==> config.mk <==
export PLATFORM = sky130hd
export DESIGN_NAME = ss_shift_sequencer
export DESIGN_NICKNAME = d
export VERILOG_FILES = /design/src/rtl/ss_pkg.sv /design/src/rtl/ss_bit_counter.sv /design/src/rtl/ss_shift_sequencer.sv
export SDC_FILE = /design/constraint.sdc
export NUM_CORES = 1
export LEC_CHECK = 0
export BUFFER_PORTS_ARGS = -buffer_cell sky130_fd_sc_hd__buf_2
export CAP_MARGIN = 0
export CORE_ASPECT_RATIO = 0.75
export CORE_MARGIN = 2
export CORE_UTILIZATION = 28
export CTS_CLUSTER_DIAMETER = 40
export DETAILED_ROUTE_END_ITERATION = 8
export PLACE_DENSITY_LB_ADDON = 0.25
export SLEW_MARGIN = 10
export SYNTH_ARGS = -nofsm -noshare
export SYNTH_HDL_FRONTEND = slang
export SYNTH_SLANG_ARGS = --single-unit
==> constraint.sdc <==
create_clock -name clk -period 3.75 [get_ports clk]
set_input_delay 0.75 -clock clk [delete_from_list [all_inputs] [get_ports clk]]
set_output_delay 0.75 -clock clk [all_outputs]
set_load 0.03 [all_outputs]
==> src/rtl/ss_pkg.sv <==
// ============================================================================
// Module   : ss_pkg
// Purpose  : shared FSM encoding and bit-order constants for the shift sequencer
// Revision : 1.0
// ============================================================================
`default_nettype none

package ss_pkg;

  typedef enum logic [1:0] {
    ST_IDLE  = 2'd0,
    ST_SHIFT = 2'd1,
    ST_DONE  = 2'd2
  } state_t;

  localparam logic DIR_LSB = 1'b0;
  localparam logic DIR_MSB = 1'b1;

endpackage

`default_nettype wire

==> src/rtl/ss_bit_counter.sv <==
// ============================================================================
// Module   : ss_bit_counter
// Purpose  : clearable up-counter with a terminal-count flag at TERMINAL
// Revision : 1.0
// ============================================================================
`default_nettype none

module ss_bit_counter #(
  parameter int CW       = 5,
  parameter int TERMINAL = 15
) (
  input  logic          clk,
  input  logic          rst_n,
  input  logic          clear,
  input  logic          enable,
  output logic [CW-1:0] count,
  output logic          tc
);

  localparam logic [CW-1:0] c_terminal = CW'(TERMINAL);

  logic [CW-1:0] r_count;

  always_ff @(posedge clk or negedge rst_n) begin
    if (!rst_n) begin
      r_count <= '0;
    end else if (clear) begin
      r_count <= '0;
    end else if (enable) begin
      r_count <= r_count + 1'b1;
    end
  end

  assign count = r_count;
  assign tc    = (r_count == c_terminal);

endmodule

`default_nettype wire

==> src/rtl/ss_shift_sequencer.sv <==
// ============================================================================
// Module   : ss_shift_sequencer
// Purpose  : pushes a parallel word through an external serial shift chain and
//            reassembles the returning bit stream into a parallel word
// Revision : 1.0
// ============================================================================
`default_nettype none

module ss_shift_sequencer
  import ss_pkg::*;
#(
  parameter int WIDTH = 8,
  parameter int DEPTH = 8
) (
  input  logic             clk,
  input  logic             rst_n,
  input  logic             ena,
  input  logic [WIDTH-1:0] in_data,
  input  logic             in_dir,
  input  logic             in_valid,
  output logic             in_ready,
  output logic             sr_data_in,
  output logic             sr_leri,
  output logic             sr_shift_en,
  input  logic             sr_data_out,
  output logic [WIDTH-1:0] out_data,
  output logic             out_valid,
  input  logic             out_ready,
  output logic             busy
);

  localparam int c_total = WIDTH + DEPTH;
  localparam int c_cnt_w = $clog2(c_total + 1);

  state_t               r_state;
  state_t               w_next_state;
  logic [c_cnt_w-1:0]   w_count;
  logic                 w_tc;
  logic [WIDTH-1:0]     r_word;
  logic [WIDTH-1:0]     r_out_data;
  logic                 r_dir;
  logic                 w_accept;
  logic                 w_step;
  logic                 w_in_bit;

  assign w_accept = ena && in_valid && (r_state == ST_IDLE);
  assign w_step   = ena && (r_state == ST_SHIFT);

  ss_bit_counter #(
    .CW       (c_cnt_w),
    .TERMINAL (c_total - 1)
  ) u_bit_counter (
    .clk    (clk),
    .rst_n  (rst_n),
    .clear  (w_accept),
    .enable (w_step),
    .count  (w_count),
    .tc     (w_tc)
  );

  always_ff @(posedge clk or negedge rst_n) begin
    if (!rst_n) begin
      r_state <= ST_IDLE;
    end else begin
      r_state <= w_next_state;
    end
  end

  always_comb begin
    w_next_state = r_state;
    case (r_state)
      ST_IDLE:  if (w_accept)             w_next_state = ST_SHIFT;
      ST_SHIFT: if (w_step && w_tc)       w_next_state = ST_DONE;
      ST_DONE:  if (ena && out_ready)     w_next_state = ST_IDLE;
      default:                            w_next_state = ST_IDLE;
    endcase
  end

  always_comb begin
    in_ready    = ena && (r_state == ST_IDLE);
    sr_shift_en = w_step;
    sr_data_in  = (r_state == ST_SHIFT) && w_in_bit;
    out_valid   = (r_state == ST_DONE);
    busy        = (r_state != ST_IDLE);
  end

  // Bit i goes out at count i (LSB first) or WIDTH-1-i (MSB first); counts
  // beyond WIDTH match no bit and flush the chain with zeros.
  always_comb begin
    w_in_bit = 1'b0;
    for (int i = 0; i < WIDTH; i++) begin
      if (w_count == c_cnt_w'(r_dir ? (WIDTH - 1 - i) : i)) begin
        w_in_bit = r_word[i];
      end
    end
  end

  always_ff @(posedge clk or negedge rst_n) begin
    if (!rst_n) begin
      r_word     <= '0;
      r_dir      <= DIR_LSB;
      r_out_data <= '0;
    end else begin
      if (w_accept) begin
        r_word <= in_data;
        r_dir  <= in_dir;
      end
      // The returning stream lags the outgoing one by exactly DEPTH shifts.
      for (int i = 0; i < WIDTH; i++) begin
        if (w_step && (w_count == c_cnt_w'(DEPTH + (r_dir ? (WIDTH - 1 - i) : i)))) begin
          r_out_data[i] <= sr_data_out;
        end
      end
    end
  end

  assign sr_leri  = r_dir;
  assign out_data = r_out_data;

endmodule

`default_nettype wire

Word-level counts from Yosys, hierarchy flattened --
Cells that the tools add are included. Widths: inputs -> output; s select.
Operators by class: reduce and logical (&&, ||, !) cells 19, bitwise operators 0, div/mod/pow operators 0, eq/ne operators 22, $add $sub $neg 9, $mul 0, multiplexer cells 22, magnitude comparators 0, shifts and indexed selects 0
Operators by type and width (number):
- $eq 5x5->1 | 16
- $add 4x3->5 const A | 8
- $mux 3 | 8
- $logic_and 1x1->1 | 15
- $mux 5 | 2
- $mux 1 | 8
- $mux 2 | 3
- $pmux 2 s3 | 1
- $add 5x1->5 const B | 1
- $eq 5x4->1 const B | 1
- $ne 2x1->1 const B | 2
- $reduce_bool 2->1 | 2
- $reduce_and 3->1 | 1
- $eq 2x1->1 const B | 1
- $eq 2x2->1 const B | 1
- $logic_not 2->1 | 1
- $ne 2x2->1 const B | 1
Word-level totals: word-level logic and storage cells 84, bits in read-only memories 0, input bits 15, register bits after elaboration 24, output and inout port bits 14, bits in latches 0, bits in writable memories 0, memories kept 0

Logic depth before layout (Yosys ltp) --
Gate-level depths: netlist (run 1).
depth after elaboration 11, mapped depth 6

By module --
A second synthesis (run 1) with hierarchy kept.
Unflattened totals: cell total of the unflattened synthesis 128, area, all modules 1415.1 um2
Modules (own cells, without submodules):
- ss_shift_sequencer | cells an instance 105, area each 1144.8 um2, times used 1, sequential area each 475.5 um2
- ss_bit_counter | cells an instance 23, area each 270.3 um2, times used 1, sequential area each 125.1 um2

Worst setup path after synthesis (run 1) --
Ideal clock, no wire load.
path type reg2out, start register r_dir, in the netlist sr_leri, end output port sr_data_in, path slack 1.240 ns, cell stages (with the launch flop) 5, data arrival time 1.760 ns, path through dfrtp_1 -> or4b_1 -> o21ai_0 -> o311ai_0 -> a21oi_1
Between the ends: word-level cells in the longest chain between the ends 11, elaborated cells on any way between the ends 25, classes of those cells 8 x eq/ne; 16 x mux; 1 x reduce/logical
RTL lines:
- from (decl) | RTL line ss_shift_sequencer.sv:41 | logic r_dir;
- from (signal assigned) | RTL line ss_shift_sequencer.sv:106 | r_dir <= in_dir;
- $mux 3 | RTL line ss_shift_sequencer.sv:92 | if (w_count == c_cnt_w'(r_dir ? (WIDTH - 1 - i) : i)) begin
- $eq 5x5->1 | RTL line ss_shift_sequencer.sv:92
- $mux 1 (7 in series) | RTL line ss_shift_sequencer.sv:92
- $mux 1 * | RTL line ss_shift_sequencer.sv:92
- $logic_and 1x1->1 * | RTL line ss_shift_sequencer.sv:82 | sr_data_in = (r_state == ST_SHIFT) && w_in_bit;
- to (decl) | RTL line ss_shift_sequencer.sv:22 | output logic sr_data_in,
Mark *: on every way between the ends. The rest lies on a longest branch, timed or not.

Worst setup path in the final report (run 1) --
start register u_bit_counter.r_count[0], in the netlist u_bit_counter.count[0], end output port sr_data_in
Between the ends: word-level cells in the longest chain between the ends 10, elaborated cells on any way between the ends 17, classes of those cells 8 x eq/ne; 8 x mux; 1 x reduce/logical
RTL lines:
- from (decl) | RTL line ss_bit_counter.sv:22 | logic [CW-1:0] r_count;
- from (signal assigned) | RTL line ss_bit_counter.sv:30 | r_count <= r_count + 1'b1;
- $eq 5x5->1 | RTL line ss_shift_sequencer.sv:92
- $mux 1 (7 in series) | RTL line ss_shift_sequencer.sv:92
- $mux 1 * | RTL line ss_shift_sequencer.sv:92
- $logic_and 1x1->1 * | RTL line ss_shift_sequencer.sv:82
Marked as above.

==> results.py, run 1 <==
metrics = {
    "run_status": {
        "status": "completed",
    },
    "logic_synthesis": {
        "synth_cell_types": 46,
        "yosysWarnings": 0,
        "yosys_register_bits": 24,
        "avgSynthCellArea_um2": 9.85,
        "yosysSeqAreaShare_pct": 39.3,
        "synth_edf_count": 0,
        "synth.top_cell.area_share_pct": 39.3,
        "async_flop_share_pct": 100,
        "synth_area_leaders": "dfrtp_1 39%, mux2_2 8.9%, a21oi_1 3.6%",
        "synthCells": 155,
        "ys.flop_type": "dfrtp_1",
        "synthesis.area_um2": 1530,
        "synth_top_area_cell": "dfrtp_1",
        "synth_fp_nets": 172,
    },
    "die": {
        "rows": 23,
        "die_w_um": 89.3,
        "start_util_pct": 28.8,
        "die-area_um2": 6060,
        "die_y_um": 67.9,
        "core_area_um2": 5300,
        "io-pin-count": 29,
    },
    "place": {
        "numPortBuffers": 28,
        "place_congestion": 0.780,
        "place_inst": 246,
        "hpwl_um": 2330,
    },
    "clock_tree": {
        "cts_tree": "built",
        "clock_latency_ns": 0.26,
        "holdBufCountCts": 0,
        "path_clk_slew_ns": 0.09,
        "post_cts_buffers": 0,
        "cts.path.max_buffers": 2,
        "cts_num_sinks": 24,
        "cts_buffers": 3,
        "cts_max_level": 1,
        "cts-root-buf": "clkbuf_8",
        "cts-resized-gates": 0,
    },
    "final_layout": {
        "utilization_pct": 32.1,
        "nets": 193,
        "area_delta_synth_final_pct": 11.5,
        "n_fill_cell": 584,
        "diodes": 0,
        "finalNonFillerCells": 249,
        "final_layout_size_suffix_gt1_share_pct": 29.3,
    },
    "grt": {
        "antenna_found_initial": 0,
        "use_met3_pct": 2.90,
        "grt_usage_pct": 11.8,
        "grt_max_degree": 27,
        "overflow": 0,
        "grt_pass1_vias": 1131,
        "met2_usage_pct": 19.4,
        "gr-usage-met1_pct": 16.2,
        "busiest_layer": "met2",
        "grt_pass1_wl_um": 5600,
    },
    "sta": {
        "slew_headroom_pct": 48.9,
        "finalSetupViolCount": 0,
        "rsz0062_at_grt": "false",
        "hold_violations": 0,
        "fin_crit_ns": 2.90,
        "clock-skew-final_ns": 0.00476,
        "setup_tns_ns": 0,
        "fmax_mhz": 344,
        "report.final.slew_viol_count": 0,
        "fin_crit_sh_pct": 77.4,
        "tightestPinTransition_ns": 0.766,
    },
    "critical_path": {
        "worstSetupPathType": "register to primary output",
        "start_kind": "register",
        "cp.arrival_ns": 2.15,
        "cpMaxStageDelayCell": "dfrtp_1",
        "path_cells": "or4b_1, o21ai_0, o311ai_0, a21oi_1, buf_2",
        "max_stage_delay_ns": 0.67,
        "crit_path_end_kind": "primary output",
        "critPathRequiredTime_ns": 3.00,
        "reg2reg_slack_ns": 1.76,
        "cp_max_fo": 25,
    },
    "routing": {
        "vias": 1232,
        "drtPass1Iterations": 4,
        "drt_wl_total_um": 3290,
        "ant_nets": 0,
        "vias_per_cell": 4.95,
        "detail_route.iter0.violations": 101,
        "avgRoutedWirePerCell_um": 13.2,
        "drc": 0,
    },
    "worst_hold_path": {
        "hold_class": "input pin to async pin",
    },
    "power_and_ir_drop": {
        "power_leakage_nw": 0.744,
        "max-vdd-ir-drop_mv": 0.342,
        "p_per_area_nw_per_um2": 734,
        "finalPower_mw": 1.25,
    },
    "job": {
        "maxCapViolCount": 0,
    },
}
power by group:
part           leakage, nW  switching [mW]  internal [mW]  total (mW)
sequential           0.302           0.187          0.353       0.540
clock               0.0216          0.0807         0.0718       0.153
combinational        0.420           0.289          0.266       0.556
cell families after synthesis:
group	share of synthesized area [%]
simple gates	20.7
buf+inv	7.79
mux	12.1
flops	39.3
fa+ha+maj	1.64
xor+xnor	2.30
compound gates	16.1
Yosys cell counts (2+ instances only):
cell	n
nand3_1	3
buf_2	5
nor2b_1	2
o32ai_1	4
mux2_4	2
or2b_2	2
nor2_1	14
nand3b_1	3
nor3b_1	2
dfrtp_1	24
a211oi_1	3
a21oi_1	11
nor3_1	4
o21ai_0	2
o22ai_1	3
clkbuf_8	3
mux2i_1	2
ha_1	2
nand2_1	10
and3_1	2
mux2_2	12
o31ai_1	2
buf_6	2
xnor2_1	3
a221oi_1	3
nand2b_1	6
inv_1	5
state kept, by name (all words and copies together), names as in the netlist:
| name | count |
|---|---|
| out_data | 8 |
| r_word | 8 |
| u_bit_counter.count | 5 |
| r_state | 2 |
| sr_leri | 1 |
stage by stage:
step                      cell area [um^2]  worst slack (ns)  hold slack, ns
after floorplan                       1530              1.24           0.454
after global routing                  1700             0.664           0.511
final                                 1700             0.847           0.465
after detailed placement              1660              1.14           0.497
after CTS                             1700             0.832           0.490
after global placement                1660              1.15           0.494
per-layer routing:
metal	share of wire, %	wire length, um
met1	50	1640
met5	0	0
met4	0.52	17
met3	3.6	117
met2	46	1510
cells in the final DEF (no fill, tap or decap), types with 3 or more instances in the layout:
| cell type | synthesis | final |
|---|---|---|
| a211oi_1 | 3 | 3 |
| a21oi_1 | 11 | 11 |
| a221oi_1 | 3 | 3 |
| buf_2 | 5 | 28 |
| clkbuf_8 | 3 | 3 |
| dfrtp_1 | 24 | 24 |
| inv_1 | 5 | 5 |
| mux2_2 | 12 | 12 |
| nand2_1 | 10 | 10 |
| nand2b_1 | 6 | 6 |
| nand3_1 | 3 | 3 |
| nand3b_1 | 3 | 3 |
| nor2_1 | 14 | 14 |
| nor3_1 | 4 | 4 |
| o22ai_1 | 3 | 3 |
| o32ai_1 | 4 | 4 |
| xnor2_1 | 3 | 3 |
worst paths after layout:
check	from	end	cells past startpoint
hold reg to reg	out_data[3]$_DFFE_PN0P_	out_data[3]$_DFFE_PN0P_	1
setup / recovery	u_bit_counter.count[0]$_DFFE_PN0P_	sr_data_in	5
hold / removal	rst_n	out_data[3]$_DFFE_PN0P_	1
setup reg to reg	sr_leri$_DFFE_PN0P_	out_data[7]$_DFFE_PN0P_	4
max in group asynchronous	rst_n	r_word[3]$_DFFE_PN0P_	1
min in group clk	out_data[3]$_DFFE_PN0P_	out_data[3]$_DFFE_PN0P_	1
critical path, delay by kind of cell (launching register included):
| family | cells | cell delay (ns) |
|---|---|---|
| and+or+nand+nor | 1 | 0.62 |
| DFF | 1 | 0.67 |
| buffers and inverters | 1 | 0.21 |
| AOI/OAI and AO/OA | 3 | 0.38 |
area by class of cell:
type | instances | area [um^2] | share of cell area, %
flip-flops and latches | 24 | 601 | 35.3
repair buffers | 28 | 140 | 8.24
multi-input cells | 114 | 807 | 47.4
inverters | 5 | 18.8 | 1.10
clock buffers | 3 | 41.3 | 2.43
well taps | 75 | 93.8 | 5.51
(Power assumes the default switching activity.)
==> inputs of run 2 (changes only) <==
clock period = 2.6 ns   (was 3.75 ns; I/O delays follow)
==> results.py, run 2 (synthesis results as in run 1) <==
metrics = {
    "run_status": {
        "status": "completed",
    },
    "final_layout": {
        "final_common_cell": "buf_2",
        "utilization_pct": 32.8,
        "finalNonFillerCells": 254,
        "diodes": 0,
        "nets": 198,
        "final_cell_mix": "28 x buf_2, 24 x dfrtp_1, 14 x nor2_1",
        "area_delta_synth_final_pct": 13.9,
        "final_layout_size_suffix_gt1_share_pct": 31.3,
    },
    "clock_tree": {
        "cts_tree": "built",
        "cts_num_sinks": 24,
        "cts.path.max_buffers": 2,
        "path_clk_slew_ns": 0.09,
        "cts_buffers": 3,
        "post_cts_buffers": 0,
        "cts_max_level": 1,
        "cts-root-buf": "clkbuf_8",
        "cts-resized-gates": 0,
        "clock_latency_ns": 0.27,
        "holdBufCountCts": 0,
    },
    "critical_path": {
        "cp_max_fo": 15,
        "path_buf_inv": 1,
        "critPathRequiredTime_ns": 2.08,
        "cpMaxStageDelayCell": "dfrtp_1",
        "max_stage_delay_ns": 0.54,
        "start_kind": "register",
        "path_delay_family": "flip-flops",
        "path_cells": "or4b_1, o21ai_0, o311ai_0, a21oi_1, buf_2",
        "cp.arrival_ns": 1.94,
        "worstSetupPathType": "register to primary output",
        "crit_path_end_kind": "primary output",
    },
    "die": {
        "start_util_pct": 28.8,
        "die_y_um": 67.9,
        "die-area_um2": 6060,
        "rows": 23,
        "io-pin-count": 29,
        "core_area_um2": 5300,
        "die_w_um": 89.3,
    },
    "grt": {
        "grt_pass1_vias": 1133,
        "met2_usage_pct": 18.1,
        "use_met3_pct": 3.14,
        "antenna_found_initial": 0,
        "grt_max_degree": 25,
        "busiest_layer": "met2",
        "grt_usage_pct": 12.1,
        "grt_pass1_wl_um": 5670,
        "gr-usage-met1_pct": 17.8,
        "overflow": 0,
    },
    "routing": {
        "drtPass1Iterations": 4,
        "vias": 1238,
        "drt_wl_total_um": 3380,
        "drc": 0,
        "avgRoutedWirePerCell_um": 13.3,
        "vias_per_cell": 4.87,
        "ant_nets": 0,
        "detail_route.iter0.violations": 96,
    },
    "worst_hold_path": {
        "hold_class": "input pin to async pin",
    },
    "sta": {
        "fin_crit_ns": 2.46,
        "slew_headroom_pct": 64.1,
        "whs_ns": 0.220,
        "fin_crit_sh_pct": 94.7,
        "setup_tns_ns": 0,
        "postLayoutSetupSlackWorst_ns": 0.138,
        "report.final.slew_viol_count": 0,
        "clock-skew-final_ns": 0.00861,
        "fmax_mhz": 406,
        "finalSetupViolCount": 0,
        "rsz0062_at_grt": "false",
        "tightestPinTransition_ns": 0.538,
        "hold_violations": 0,
    },
    "power_and_ir_drop": {
        "max-vdd-ir-drop_mv": 0.657,
        "switching_power_mw": 0.829,
        "p_per_area_nw_per_um2": 1070,
        "power_leakage_nw": 0.768,
        "switching_share_pct": 44.4,
        "power_frac_seq_pct": 35.0,
        "comb_power_share_pct": 53.0,
        "p_int_mw": 1.04,
        "p_clk_share_pct": 12.1,
    },
    "place": {
        "hpwl_um": 2450,
        "numPortBuffers": 28,
        "place_inst": 251,
        "place_ws_ns": 0.422,
        "place_congestion": 0.772,
    },
    "job": {
        "maxCapViolCount": 0,
    },
}
[run 2: cell count changes in the layout (fill, tap and decap cells not counted)]
cell | previous run | this run
buf_4 | 0 | 5
[run 2: cell type report]
type	count	area [um^2]
Inverter	5	18.8
Multi-Input combinational cell	114	807
Tap cell	75	93.8
Sequential cell	24	601
Fill cell	587	3560
Clock buffer	3	41.3
Timing Repair Buffer	33	178
[run 2: power groups by stage]
stage / sequential, mW / clock, mW / combinational, mW
2_1_floorplan: 0.690 / 0 / 0.749
3_3_place_gp: 0.662 / 0 / 0.987
3_5_place_dp: 0.665 / 0 / 0.986
4_1_cts: 0.656 / 0.234 / 0.992
5_1_grt: 0.681 / 0.245 / 1.09
6_report: 0.654 / 0.225 / 0.989
[run 2: per-layer routing]
layer  vias up  wire (um)
met4         0         20
met1       599       1760
li1        619          -
met3         2        110
met5         -          0
met2        18       1490
[run 2: metrics by stage]
step / total power [mW] / area [um^2]
after global placement: 1.65 / 1700
after floorplan: 1.44 / 1530
after global routing: 2.02 / 1740
final: 1.87 / 1740
after CTS: 1.88 / 1740
after detailed placement: 1.65 / 1700
[run 2: final timing paths]
check	startpoint	end	slack, ns	depth (start not counted)
worst min-delay path	rst_n	out_data[1]$_DFFE_PN0P_	0.22	1
worst max-delay path	sr_leri$_DFFE_PN0P_	sr_data_in	0.14	5
worst min register to register	out_data[4]$_DFFE_PN0P_	out_data[4]$_DFFE_PN0P_	0.51	1
worst max register to register	sr_leri$_DFFE_PN0P_	out_data[7]$_DFFE_PN0P_	0.88	4
min in group clk	in_data[4]	r_word[4]$_DFFE_PN0P_	0.48	2
max in group asynchronous	rst_n	sr_leri$_DFFE_PN0P_	2.01	1
